==> config.mk <==
export PLATFORM = sky130hd
export DESIGN_NAME = nibble_add_seq
export DESIGN_NICKNAME = d
export VERILOG_FILES = /design/src/rtl/nibble_add_seq.sv
export SDC_FILE = /design/constraint.sdc
export NUM_CORES = 1
export LEC_CHECK = 0
export ABC_AREA = 1
export CORE_ASPECT_RATIO = 0.6
export CORE_MARGIN = 2
export CORE_UTILIZATION = 33
export DETAILED_ROUTE_END_ITERATION = 8
export MAX_ROUTING_LAYER = met4
export PLACE_DENSITY = 0.58
export SLEW_MARGIN = 20
export SYNTH_ARGS = -nofsm -noshare
export SYNTH_HDL_FRONTEND = slang
export SYNTH_SLANG_ARGS = --single-unit
==> constraint.sdc <==
create_clock -name clk -period 1.55 [get_ports clk]
set_input_delay 0.2325 -clock clk [delete_from_list [all_inputs] [get_ports clk]]
set_output_delay 0.2325 -clock clk [all_outputs]
set_load 0.005 [all_outputs]
==> src/rtl/nibble_add_seq.sv <==
// nibble_add_seq: 16-bit add performed one nibble per cycle through an
// external 4-bit adder. The operands are captured on start. The result is
// published on s/cout only after all four nibbles are done, together with a
// one-cycle done pulse.
module nibble_add_seq (
  input  logic        clk,
  input  logic        rst_n,
  input  logic        start,
  input  logic [15:0] a,
  input  logic [15:0] b,
  input  logic        cin,
  output logic [3:0]  add_a,
  output logic [3:0]  add_b,
  output logic        add_cin,
  input  logic [3:0]  add_s,
  input  logic        add_cout,
  output logic        busy,
  output logic        done,
  output logic [15:0] s,
  output logic        cout
);

  typedef enum logic [1:0] {IDLE = 2'd0, RUN = 2'd1, DONE = 2'd2} state_t;

  state_t      state, state_nxt;
  logic [1:0]  idx;
  logic [15:0] a_reg, b_reg, part;
  logic        carry_reg;
  logic [3:0]  bit_lo;

  // Low bit of the current nibble slice.
  assign bit_lo = {idx, 2'b00};

  // State register.
  always_ff @(posedge clk or negedge rst_n) begin
    if (!rst_n) state <= IDLE;
    else        state <= state_nxt;
  end

  // Next state: RUN lasts exactly four edges, and DONE lasts one cycle.
  always_comb begin
    state_nxt = state;
    case (state)
      IDLE:    if (start) state_nxt = RUN;
      RUN:     if (idx == 2'd3) state_nxt = DONE;
      DONE:    state_nxt = IDLE;
      default: state_nxt = IDLE;
    endcase
  end

  // Outputs. The adder inputs are held at zero outside RUN so that the
  // external adder sees no stray activity.
  always_comb begin
    busy    = 1'b0;
    done    = 1'b0;
    add_a   = 4'h0;
    add_b   = 4'h0;
    add_cin = 1'b0;
    case (state)
      RUN: begin
        busy    = 1'b1;
        add_a   = a_reg[bit_lo +: 4];
        add_b   = b_reg[bit_lo +: 4];
        add_cin = carry_reg;
      end
      DONE:    done = 1'b1;
      default: ;
    endcase
  end

  // Datapath. The operands are captured on accept, and a partial nibble is
  // written on each RUN edge. s/cout are loaded only on the final nibble, so
  // intermediate sums never leak out.
  always_ff @(posedge clk or negedge rst_n) begin
    if (!rst_n) begin
      idx       <= 2'd0;
      a_reg     <= 16'h0;
      b_reg     <= 16'h0;
      part      <= 16'h0;
      carry_reg <= 1'b0;
      s         <= 16'h0;
      cout      <= 1'b0;
    end else begin
      case (state)
        IDLE: if (start) begin
          a_reg     <= a;
          b_reg     <= b;
          carry_reg <= cin;
          idx       <= 2'd0;
        end
        RUN: begin
          part[bit_lo +: 4] <= add_s;
          carry_reg         <= add_cout;
          idx               <= idx + 2'd1;
          if (idx == 2'd3) begin
            s    <= {add_s, part[11:0]};
            cout <= add_cout;
          end
        end
        default: ;
      endcase
    end
  end

endmodule
==> flow_summary.toml <==
[run_status]
status = "finished with violations"
violations = "negative setup slack"

[power_and_ir_drop]
total_power_w = 0.009910
leakagePower_nw = 2.328
vdd_drop_max_mv = 0.9334
powerDensity_nw_per_um2 = 2130

[sta]
slew_violations = 0
timing.fmax_mhz = 599.5
hold_ws_ns = 0.3913
skew_ns = 0.003515
period_share_pct = 107.6
rsz0062_at_grt = "yes"
finalHoldViolations = 0
layout_setup_ws_ns = -0.1182
relSlewSlack_pct = 69.90
tns_ns = -0.6520
setup_viol = 8
period_minus_slack_ns = 1.668
worst_slew_pin_slew_ns = 0.4514

[place]
gp_congestion = 0.8078
dp_hpwl_um = 5808
place_area_um2 = 4064
portBuffers = 68

[logic_synthesis]
synth_area_leader_cell = "dfrtp_1"
syn-num-nets = 411
syn_area_um2 = 3075
syn_area_per_cell_um2 = 8.426
ys_seq_area_share_pct = 53.70
syn_inst = 365
synth_top_area_share_pct = 53.70
synth_seq_cells = 66
yosys-top-cells-area = "dfrtp_1, nand2_1, a21oi_2, inv_1, nor2_1"
ys_types = 19
yosysWarnings = 0

[run]
drv_cap = 0

[global_routing]
grt_usage_pct = 18.00
antenna_found_initial = 0
grt-ovfl-total = 0
first_global_vias = 2722
grt_start_max_net_pins = 44
grt_pass1_wl_um = 13430

[drt]
drcViolationCount = 0
wl_um = 8134
vias_per_cell = 4.481
num_vias = 2590
drtPass1Iterations = 4
drt_iter0_drc = 148
avgRoutedWirePerCell_um = 14.07
drtAntennaViolNets = 0

[setup_path]
start_kind = "register"
slowest_delay_ns = 0.41
crit_required_ns = 1.32
path_max_fanout = 7
critPathSlowestCell = "dfrtp_1"
reg2reg_depth = 9
crit_arrival_ns = 1.44
crit_path_start = "idx[0]"
criticalPathCategory = "reg -> out"
cp-end-kind = "output port"
r2r-start = "idx[0]"
crit_chain = "buf_6 > buf_8 > nand2_2 > nand3_2 > a21oi_2 > buf_2"

[layout]
drive_above_1_share_pct = 28.57
nets = 503
area_growth_pct = 51.30
final_area_um2 = 4653
fillCellCount = 843
antennaDiodeCount = 0

[clocking]
cts_max_level = 3
cts_root_buf = "clkbuf_16"
clk_pin_slew_ns = 0.06
numCtsBuffers = 9
clock_latency_ns = 0.33
clock_sinks = 66
tritoncts = "done"
ctsLongestPathBuffers = 2

[floorplan]
ioPinCount = 69
dieWidth_um = 128.6
fp-row-count = 27
die_area_um2 = 10130
core_area_um2 = 9121
die_h_um = 78.78
start_util_pct = 33.72

[worst_hold_path]
hp-class = "in -> async"
==> layer usage <==
metal / GRT usage, % / share of wire (%)
met3: 4.987 / 3.9
met1: 25.91 / 54
met5: - / 0
met2: 24.63 / 41
met4: 5.543 / 1.0
==> worst max-delay path, delay by kind of cell (launching register included) <==
kind | cells | cell delay [ns]
buffers and inverters | 3 | 0.42
flip-flops | 1 | 0.41
AND/OR/NAND/NOR | 2 | 0.15
AO/OA/AOI/OAI | 1 | 0.14
==> metrics by stage <==
step	std cells	setup slack [ns]	util, %
3_3_place_gp	557	-0.1149	44.55
3_5_place_dp	557	-0.1505	44.55
6_report	578	-0.1182	51.02
5_1_grt	578	-0.1741	51.02
2_1_floorplan	365	0.01732	-
4_1_cts	578	-0.1292	50.12
==> final timing paths <==
| check | end | slack, ns |
|---|---|---|
| worst max-delay path | add_b[1] | -0.12 |
| worst min-delay path | a_reg[0] | 0.39 |
| worst max register to register | part[6] | 0.11 |
| worst min register to register | s[10] | 0.47 |
| max in group asynchronous | s[14] | 0.67 |
| min in group clk | cout | 0.46 |
==> where the power goes <==
| group | internal [W] | total [W] | switching [W] |
|---|---|---|---|
| Clock | 0.00162 | 0.00237 | 0.000754 |
| Sequential | 0.00249 | 0.00281 | 0.000327 |
| Combinational | 0.00217 | 0.00472 | 0.00255 |
| Total | 0.00628 | 0.00991 | 0.00363 |
==> cells in the final DEF, fill, tap and decap left out, types with 4 or more instances in the layout <==
cell type / n
dfrtp_1: 66
buf_4: 15
clkdlybuf4s50_1: 56
nand2_1: 98
buf_2: 10
ha_1: 4
inv_1: 40
nand2_2: 11
inv_2: 4
nand3_2: 13
a21oi_2: 35
nand2_4: 6
o21ai_1: 6
buf_12: 8
a21oi_1: 4
clkbuf_16: 9
nor2_1: 40
nand3_1: 11
==> kinds of logic (layout without fill, tap and decap cells) <==
group	Yosys count	count (layout)	share of synthesized area, %
buf+inv	62	159	9.153
simple gates	183	183	23.60
flops	66	66	53.70
compound gates	49	49	11.51
fa+ha+maj	5	5	2.034
==> synth_stat cells <==
cell type,number
a21oi_1,11
a21oi_2,29
buf_1,1
buf_2,9
buf_4,2
buf_6,4
clkinv_1,1
dfrtp_1,66
ha_1,5
inv_1,42
inv_2,3
nand2_1,113
nand2_2,2
nand3_1,24
nor2_1,42
nor2_2,1
nor3_1,1
o21ai_0,3
o21ai_1,6
==> final cells by class <==
| class | count | area, um2 | area share, % |
|---|---|---|---|
| flip-flops and latches | 66 | 1652 | 35.49 |
| inverters | 46 | 177.7 | 3.818 |
| clock buffers | 10 | 239.0 | 5.136 |
| clock inverters | 6 | 113.9 | 2.447 |
| repair buffers | 97 | 984.7 | 21.16 |
| well taps | 116 | 145.1 | 3.119 |
| multi-input cells | 237 | 1341 | 28.83 |
==> what timing repair did <==
action / 4_1_cts / 5_1_grt
buffers inserted: 4 / 0
endpoints found under the setup margin: 19 / 37
pin swaps: 20 / 15
resized for setup: 72 / 28
endpoints found under the hold margin: 15 / 0
gates cloned: 1 / 0
hold buffers: 1 / 0
(Power assumes the default switching activity.)
